==> config.mk <==
export PLATFORM = sky130hd
export DESIGN_NAME = pipe_exmem_stage
export DESIGN_NICKNAME = d
export VERILOG_FILES = /design/src/rtl/pipe_pkg.sv /design/src/rtl/pipe_skid_reg.sv /design/src/rtl/pipe_exmem_stage.sv
export SDC_FILE = /design/constraint.sdc
export NUM_CORES = 1
export LEC_CHECK = 0
export BUFFER_PORTS_ARGS = -buffer_cell sky130_fd_sc_hd__buf_2
export CAP_MARGIN = 20
export CORE_AREA = 10 10 148 150
export DETAILED_ROUTE_END_ITERATION = 10
export DIE_AREA = 0 0 158 160
export PLACE_DENSITY = 0.8
export SYNTH_ARGS = -nofsm -noshare
export SYNTH_HDL_FRONTEND = slang
export SYNTH_HIERARCHICAL = 1
export SYNTH_SLANG_ARGS = --single-unit
==> constraint.sdc <==
create_clock -name clk -period 2.4 [get_ports clk]
set_clock_uncertainty 0.2 [all_clocks]
set_input_delay 0.48 -clock clk [delete_from_list [all_inputs] [get_ports clk]]
set_output_delay 0.48 -clock clk [all_outputs]
set_load 0.05 [all_outputs]
==> src/rtl/pipe_pkg.sv <==
// Shared control-bundle bit positions and constants for the pipeline stage registers.
package pipe_pkg;

  localparam int WB_REGWRITE = 0;
  localparam int WB_MEMTOREG = 1;
  localparam int M_READ      = 0;
  localparam int M_WRITE     = 1;

  // addi x0, x0, 0
  localparam logic [31:0] NOP_INSTR = 32'h0000_0013;

endpackage

==> src/rtl/pipe_skid_reg.sv <==
// Generic W-bit elastic register: main entry drives the outputs, one skid entry
// absorbs the bundle that arrives while the main entry is stalled.
module pipe_skid_reg #(
  parameter int W = 32
) (
  input  logic         clk,
  input  logic         reset,
  input  logic         flush,
  input  logic         in_valid,
  output logic         in_ready,
  input  logic [W-1:0] in_data,
  output logic         out_valid,
  input  logic         out_ready,
  output logic [W-1:0] out_data
);

  logic         main_valid;
  logic [W-1:0] main_data;
  logic         skid_valid;
  logic [W-1:0] skid_data;
  logic         in_fire;
  logic         main_free;

  // skid_valid is a flop, so in_ready is registered as well
  assign in_ready  = ~skid_valid;
  assign out_valid = main_valid;
  assign out_data  = main_data;
  assign in_fire   = in_valid & in_ready;
  assign main_free = ~main_valid | out_ready;

  // Skid entry is always older than any incoming bundle, so it refills main first
  always_ff @(posedge clk) begin
    if (reset) begin
      main_valid <= 1'b0;
      main_data  <= '0;
      skid_valid <= 1'b0;
      skid_data  <= '0;
    end else if (flush) begin
      main_valid <= 1'b0;
      skid_valid <= 1'b0;
    end else if (main_free) begin
      if (skid_valid) begin
        main_data  <= skid_data;
        main_valid <= 1'b1;
        skid_valid <= 1'b0;
      end else if (in_fire) begin
        main_data  <= in_data;
        main_valid <= 1'b1;
      end else begin
        main_valid <= 1'b0;
      end
    end else if (in_fire) begin
      skid_data  <= in_data;
      skid_valid <= 1'b1;
    end
  end

endmodule

==> src/rtl/pipe_exmem_stage.sv <==
// EX/MEM pipeline register with valid/ready flow control, flush and a
// forwarding port driven only from the bundle currently presented to MEM.
module pipe_exmem_stage
  import pipe_pkg::*;
#(
  parameter int DATA_W        = 32,
  parameter int REG_W         = 5,
  parameter int INSTR_W       = 32,
  parameter int WB_W          = 2,
  parameter int M_W           = 2,
  parameter bit ZERO_REG_HARD = 1'b1
) (
  input  logic               clk,
  input  logic               reset,
  input  logic               in_valid,
  output logic               in_ready,
  input  logic [DATA_W-1:0]  alu_result_in,
  input  logic [DATA_W-1:0]  store_data_in,
  input  logic [REG_W-1:0]   dest_reg_in,
  input  logic [INSTR_W-1:0] instr_in,
  input  logic [WB_W-1:0]    wb_ctrl_in,
  input  logic [M_W-1:0]     mem_ctrl_in,
  input  logic               flush,
  output logic               out_valid,
  input  logic               out_ready,
  output logic [DATA_W-1:0]  alu_result_out,
  output logic [DATA_W-1:0]  store_data_out,
  output logic [REG_W-1:0]   dest_reg_out,
  output logic [INSTR_W-1:0] instr_out,
  output logic [WB_W-1:0]    wb_ctrl_out,
  output logic [M_W-1:0]     mem_ctrl_out,
  output logic               fwd_valid,
  output logic [REG_W-1:0]   fwd_reg,
  output logic [DATA_W-1:0]  fwd_data
);

  localparam int BUNDLE_W = 2 * DATA_W + REG_W + INSTR_W + WB_W + M_W;

  logic [BUNDLE_W-1:0] bundle_in;
  logic [BUNDLE_W-1:0] bundle_out;
  logic                dest_is_zero;

  assign bundle_in = {alu_result_in, store_data_in, dest_reg_in,
                      instr_in, wb_ctrl_in, mem_ctrl_in};

  pipe_skid_reg #(
    .W(BUNDLE_W)
  ) u_skid (
    .clk      (clk),
    .reset    (reset),
    .flush    (flush),
    .in_valid (in_valid),
    .in_ready (in_ready),
    .in_data  (bundle_in),
    .out_valid(out_valid),
    .out_ready(out_ready),
    .out_data (bundle_out)
  );

  assign {alu_result_out, store_data_out, dest_reg_out,
          instr_out, wb_ctrl_out, mem_ctrl_out} = bundle_out;

  // The skid entry is younger and stalled, so it is never a forwarding source
  assign dest_is_zero = (dest_reg_out == '0);
  assign fwd_valid    = out_valid & wb_ctrl_out[WB_REGWRITE] & ~(ZERO_REG_HARD & dest_is_zero);
  assign fwd_reg      = dest_reg_out;
  assign fwd_data     = alu_result_out;

endmodule

# Word level (Yosys, flattened, before mapping)
# Cells that the tools add are included.
totals:
  regBits: 212
  latchBits: 0
  ram_bits: 0
  rom_bits: 0
  inputBits: 110
  elab_cells: 23
  memories: 0
classes:
  addsub: 0
  mul: 0
  div_mod_pow: 0
  order_cmp: 0
  n_eq_ne: 0
  shifts: 0
  n_mux: 4
  n_bitwise: 9
  reduce_logical: 6
ops:
  columns: ["op", "count"]
  rows:
  - ["$mux 105", 2]
  - ["$reduce_and 3->1", 2]
  - ["$logic_not 5->1", 1]
  - ["$not 1->1", 5]
  - ["$and 1x1->1", 3]
  - ["$reduce_or 3->1", 1]
  - ["$mux 1", 2]
  - ["$reduce_bool 2->1", 1]
  - ["$reduce_or 2->1", 1]
  - ["$or 1x1->1", 1]

# Depth between registers and ports, before layout
# Gate-level depths: netlist of the first run.
depth:
  word_depth: 4
  ltp_mapped: 8

# Cells and area by module
# Netlist of the first run, hierarchy kept.
by_module_without_submodules:
  columns: ["module", "n_inst", "cells_per_inst", "area_per_inst_um2", "seq_area_each_um2"]
  rows:
  - ["pipe_skid_reg", 1, 945, 9766.9, 4244.1]
  - ["pipe_exmem_stage", 1, 39, 294.0, 0.0]

# Least setup slack after synthesis of the first run
# Ideal clock, no wire load.
synth_timing:
  kind: "register to output"
  start: "reg u_skid.main_data[39] (netlist: u_skid/out_data[39])"
  end: "out fwd_valid"
  arrival_ns: 1.370
  setup_slack_ns: 0.350
  stages_incl_launch_ff: 3
  path_buffers: 0
  cell_sequence: "dfxtp_1 > or3_1 > o311a_1"
synth_via:
  elab_chain_len: 3
synth_rtl:
  columns: ["item", "line", "source"]
  rows:
  - ["start: declaration", "pipe_skid_reg.sv:18", "logic [W-1:0] main_data;"]
  - ["start signal: assignment", "pipe_skid_reg.sv:43", "main_data <= skid_data;"]
  - ["start signal: assignment", "pipe_skid_reg.sv:47", "main_data <= in_data;"]
  - ["$logic_not 5->1", "pipe_exmem_stage.sv:64", "assign dest_is_zero = (dest_reg_out == '0);"]
  - ["$not 1->1", "pipe_exmem_stage.sv:65", "assign fwd_valid = out_valid & wb_ctrl_out[WB_REGWRITE] & ~(ZERO_REG_HARD & dest_is_zero);"]
  - ["$and 1x1->1", "pipe_exmem_stage.sv:65", null]
  - ["end: declaration", "pipe_exmem_stage.sv:32", "output logic fwd_valid,"]
# Every way passes these cells.

# Worst setup path after layout of the first run
# Ends and elaborated chain as after synthesis.

==> flow_summary.ini, run 1 <==
[status]
run_status = finished, violations left
violations_in_the_final_reports = negative setup slack

[timing]
worst_hold_slack_ns = 0.0190
final_max_slew_viol_count = 0
tightestPinTransition_ns = 0.773
rsz0062_at_grt = true
slew-limit-headroom_pct = 48.5
min_period_ns = 2.43
setup_ws_ns = -0.0268
timing.fmax_mhz = 412
timing.final.crit_share_pct = 101
finalSetupViolCount = 1
finalHoldViolations = 0

[logic_synthesis]
synth_most_common_cell = dfxtp_1
ys_seq_elements = 212
synth_top_area_cell = dfxtp_1
post_synth.cell_area_avg_um2 = 10.2
synth-async-reset-ratio_pct = 0
synth_sequential_area_ratio_pct = 42.2
synthesis.nets = 1094
ys.warnings.count = 6
synth_enable_flop_cells = 0
synth.area.top_cells = dfxtp_1, mux2i_1, nand2b_1, a211oi_2, a21oi_1
dominant_synthesized_flop_cell = dfxtp_1
post_synth_inst_count = 984
synth_top_cells_by_count = dfxtp_1, nand2b_1, mux2i_1
netlist-cell-type-count = 18
synthesis.area_mm2 = 0.0101
yosysTopAreaCellShare_pct = 42.2

[power_and_ir_drop]
power.clock.fraction_pct = 41.0
seq_power_share_pct = 42.1
p_int_mw = 6.32
switching_share_pct = 29.0
vdd_drop_max_v = 0.000424
switching_power_mw = 2.59
comb_power_share_pct = 16.9
power.density_cell_area_mw_per_mm2 = 738
static-leakage-power_nw = 4.54

[die]
fp.dieW_um = 158
core-area_mm2 = 0.0191
chipHeight_um = 160
num_io_pins = 255
overall_die_area_mm2 = 0.0253
initial_utilization_pct = 52.7
placementRows = 51

[global_route]
first_global_vias = 7806
maximum_number_of_pins_on_one_net_before_global_route_repair = 106
grt_pass1_wl_um = 40700
global_route.usage.total_pct = 19.1
initial_antenna_violation_count = 3
grt-ovfl-total = 0

[clocking]
worst_setup_hold_path_clk_slew_ns = 0.06
tritoncts.num_buffers = 23
numClockSinks = 212
ctsHtreeMaxLevel = 1
clk_root_buffer_cell = clkbuf_16
insertion_delay_of_the_later_clocked_pin_in_the_worst_skew_pair_ns = 0.51
cts_max_path_buffers = 3
cts_tree = done

[finish]
drive_above_1_share_pct = 32.3
synthToLayoutAreaGrowth_pct = 20.0
final_area_mm2 = 0.0121
design.final.nets = 1265

[detailed_routing]
starting_drt_drc_count = 349
post_drt_wl_per_cell_um = 18.3
drt_pre_antenna_iters = 5
viasPerCell = 5.47
via_count = 7717
route.antenna.remaining_nets = 0
drcViolationCount = 0
wl_um = 25800

[placement]
port-buffer-count = 254
postPlaceCellArea_mm2 = 0.0112
dp_hpwl_um = 16600
detailedPlace.worstSlack_ns = 0.294
place.gp.congestion = 0.774

[worst_hold_path]
timing.hold.worst.class = in2reg
holdCritStartpoint = flush

[worst_setup_path]
ff2ff_setup_slack_ns = 0.46
required_ns = 1.72
r2r_start = u_skid/out_valid$_SDFFE_PP0P_
worstSetupEndpointType = output port
critical_path.startpoint_type = flip-flop
setup.worst_path.start = u_skid/out_data[39]$_SDFFE_PP0P_
timing.critical_path.fanout_max = 4
worst-setup-path-type = reg2out
arrival_ns = 1.75

[job]
max-cap-violations = 0
==> through the flow <==
step           std cells  power [mW]  TNS, ns  util, %
2_1_floorplan        984        4.96        0        -
3_5_place_dp        1366        5.33        0     58.7
4_1_cts             1408        9.00  -0.0351     62.9
6_report            1411        8.91  -0.0268     63.3
3_3_place_gp        1366        5.30        0     58.7
5_1_grt             1410        9.25  -0.0668     63.2
==> kinds of logic (layout without fill, tap and decap cells) <==
group	count (synthesis)	count (layout)	share of synthesized area, %
flip-flops	212	212	42.2
other	0	1	0
AND/OR/NAND/NOR	216	216	13.5
multiplexers	210	210	20.9
AO/OA/AOI/OAI	213	213	15.8
buffers and inverters	133	321	7.61
==> layout by cell type, fill, tap and decap left out, drive strengths merged <==
cell type and instances:
buf 276, o21ba 1, and2 1, clkbuf 30, nand2b 211, nor4 1, a211oi 106, diode 1
clkinvlp 3, clkinv 7, dfxtp 212, or3 1, nor2 1, nor4b 1, bufinv 3, inv 2
a21oi 105, mux2i 210, o311a 1
==> worst paths after layout <==
| kind | end | cells after the start |
|---|---|---|
| worst min-delay path | u_skid/skid_valid$_SDFFE_PP0P_ | 2 |
| worst max-delay path | fwd_valid | 3 |
| worst min register to register | u_skid/skid_data[95]$_SDFFE_PP0P_ | 2 |
| worst max register to register | u_skid/skid_data[97]$_SDFFE_PP0P_ | 4 |
==> flip-flops by register name (all words and copies together), names as in the netlist <==
name and cells:
u_skid/out_valid 1, u_skid/skid_valid 1, u_skid/skid_data 105, u_skid/out_data 105
==> power groups by stage <==
stage / logic (mW) / clock network, mW / registers [mW]
after floorplan: 0.726 / 0 / 4.23
after global placement: 1.49 / 0 / 3.82
after detailed placement: 1.50 / 0 / 3.82
after CTS: 1.51 / 3.75 / 3.75
after global routing: 1.60 / 3.89 / 3.76
final: 1.51 / 3.65 / 3.75
==> per-layer routing <==
metal / GRT usage (%) / wire length [um] / vias up / share of wire [%]
met1: 24.2 / 11300 / 3689 / 44
met2: 31.8 / 12000 / 237 / 46
met5: 0 / 23 / - / 0.089
met3: 5.61 / 2120 / 33 / 8.2
met4: 3.50 / 312 / 4 / 1.2
li1: - / - / 3754 / -
==> worst max-delay path: stages, from the launching register on <==
cell,delay (ns)
dfxtp_2,0.33
or3_4,0.37
o311a_4,0.38
buf_8,0.16
==> area by class of cell <==
class,count,area (um2)
fillers,1563,7010
multi-input cells,639,5090
flip-flops and latches,212,4250
repair buffers,278,1630
clock buffers,28,634
well taps,238,298
clock inverters,14,156
inverters,1,3.75
diodes,1,2.50
==> repair_timing <==
item | 4_1_cts | 5_1_grt
setup endpoints to repair | 1 | 2
resized for setup | 3 | 5
hold buffers | 0 | 0
pin swaps | 0 | 2
buffers inserted | 0 | 1
gates cloned | 0 | 1
No activity file was read; power rests on OpenSTA's default activity.
==> run 2, diff against run 1 <==
--- a/config.mk
+++ b/config.mk
@@ -7,9 +7,9 @@
 export LEC_CHECK = 0
 export BUFFER_PORTS_ARGS = -buffer_cell sky130_fd_sc_hd__buf_2
 export CAP_MARGIN = 20
-export CORE_AREA = 10 10 148 150
+export CORE_AREA = 10 10 142 157
 export DETAILED_ROUTE_END_ITERATION = 10
-export DIE_AREA = 0 0 158 160
+export DIE_AREA = 0 0 152 167
 export PLACE_DENSITY = 0.8
 export SYNTH_ARGS = -nofsm -noshare
 export SYNTH_HDL_FRONTEND = slang
==> flow_summary.ini, run 2 (same netlist as run 1, synthesis figures left out) <==
[placement]
dp_cells = 1383
place.gp.congestion = 0.814
dp_hpwl_um = 17500
port-buffer-count = 254
detailedPlace.worstSlack_ns = 0.341

[timing]
timing.fmax_mhz = 420
setup_ws_ns = 0.0199
finalHoldViolations = 0
min_period_ns = 2.38
worst_hold_slack_ns = 0.0502
tightestPinTransition_ns = 0.494
slew-limit-headroom_pct = 67.1
finalSetupViolCount = 0
final_max_slew_viol_count = 0
rsz0062_at_grt = true
timing.final.crit_share_pct = 99.2
final_layout_setup_total_negative_slack_ns = 0

[clocking]
tritoncts.num_buffers = 22
insertion_delay_of_the_later_clocked_pin_in_the_worst_skew_pair_ns = 0.49
ctsHoldBuffers = 0
numClockSinks = 212
cts_tree = done
clk_root_buffer_cell = clkbuf_16
cts_max_path_buffers = 3
cts.repair_timing.setup_buffer_count = 0
worst_setup_hold_path_clk_slew_ns = 0.06
ctsHtreeMaxLevel = 1

[die]
initial_utilization_pct = 53.0
fp.dieW_um = 152
overall_die_area_mm2 = 0.0254
chipHeight_um = 167
placementRows = 53
core-area_mm2 = 0.0190
num_io_pins = 255

[power_and_ir_drop]
switching_share_pct = 28.9
power.clock.fraction_pct = 38.5
seq_power_share_pct = 43.9
p_int_mw = 6.08
vdd_drop_max_v = 0.000507
switching_power_mw = 2.47
comb_power_share_pct = 17.6
static-leakage-power_nw = 4.52
power.density_cell_area_mw_per_mm2 = 712

[detailed_routing]
wl_um = 25500
drt_pre_antenna_iters = 4
route.antenna.remaining_nets = 0
via_count = 7726
viasPerCell = 5.44
starting_drt_drc_count = 383
drcViolationCount = 0
post_drt_wl_per_cell_um = 17.9

[finish]
utilization_pct = 63.3
regArea_mm2 = 0.00425
synthToLayoutAreaGrowth_pct = 19.4
design.final.nets = 1270
drive_above_1_share_pct = 32.0
layout_commonest_cell = buf_2
mostFrequentLayoutCells = buf_2, mux2i_1, nand2b_1
layout.filler_cells = 1560
multi_input_comb_area_mm2 = 0.00509
finish.cell_count_without_fillers = 1421

[global_route]
global_route.peak_usage_layer = met2
initial_antenna_violation_count = 1
globalRouteMet2Util_pct = 31.1
first_global_vias = 8130
fraction_of_met1_tracks_used_by_global_routing_pct = 24.3
m3_gr_usage_pct = 5.28
grt-ovfl-total = 0
global_route.usage.total_pct = 19.0
maximum_number_of_pins_on_one_net_before_global_route_repair = 83
grt_pass1_wl_um = 41800

[worst_setup_path]
arrival_ns = 1.70
required_ns = 1.72
worst-setup-path-type = reg2out
worstSetupEndpointType = output port
timing.critical_path.fanout_max = 4
critical_path.startpoint_type = flip-flop

[status]
run_status = complete, no violations

[worst_hold_path]
timing.hold.worst.class = in2reg

[job]
max-cap-violations = 0
==> run 2: changes by cell type in the layout (fill, tap and decap cells not counted), sizes merged <==
cell and delta:
buf +7, clkbuf +7, clkinv -7, bufinv -3
clkinvlp -2, inv -1
==> run 2: power by group through the flow <==
stage | Combinational [mW] | Sequential (mW) | Clock (mW)
finish | 1.50 | 3.76 | 3.29
global route | 1.60 | 3.77 | 3.53
CTS | 1.51 | 3.75 | 3.38
detailed placement | 1.51 | 3.83 | 0
global placement | 1.49 | 3.82 | 0
floorplan | 0.726 | 4.23 | 0
==> run 2: through the flow <==
| stage | power, mW | cell area (um2) |
|---|---|---|
| 2_1_floorplan | 4.96 | 10100 |
| 3_5_place_dp | 5.33 | 11300 |
| 3_3_place_gp | 5.31 | 11300 |
| 6_report | 8.55 | 12000 |
| 5_1_grt | 8.90 | 12000 |
| 4_1_cts | 8.64 | 12000 |
==> run 2: metal layers <==
| layer | vias up | wire, um |
|---|---|---|
| li1 | 3754 | - |
| met1 | 3698 | 11300 |
| met2 | 246 | 12000 |
| met4 | 0 | 344 |
| met5 | - | 0 |
| met3 | 28 | 1940 |
==> run 2: final timing paths <==
check / startpoint / endpoint / slack [ns] / cells past startpoint
max: u_skid/out_data[39]$_SDFFE_PP0P_ / fwd_valid / 0.02 / 3
min: flush / u_skid/skid_valid$_SDFFE_PP0P_ / 0.05 / 2
min reg2reg: u_skid/skid_data[56]$_SDFFE_PP0P_ / u_skid/skid_data[56]$_SDFFE_PP0P_ / 0.27 / 2
max reg2reg: u_skid/skid_valid$_SDFFE_PP0P_ / u_skid/skid_data[54]$_SDFFE_PP0P_ / 0.52 / 4
==> run 2: timing repair <==
item	4_1_cts	5_1_grt
resized for setup	4	2
setup endpoints to repair	1	1
hold endpoints to repair	0	0
==> run 2: critical path: stages (launching register included) <==
cell     delay (ns)
dfxtp_2        0.34
or3_4          0.39
o311a_4        0.32
buf_6          0.16
==> run 2: layout make-up <==
class / instances / area share (%)
Timing Repair Buffer: 284 / 13.7
Clock inverter: 1 / 0.0625
Antenna cell: 1 / 0.0208
Tap cell: 247 / 2.57
Inverter: 1 / 0.0313
Sequential cell: 212 / 35.4
Multi-Input combinational cell: 639 / 42.4
Clock buffer: 36 / 5.78
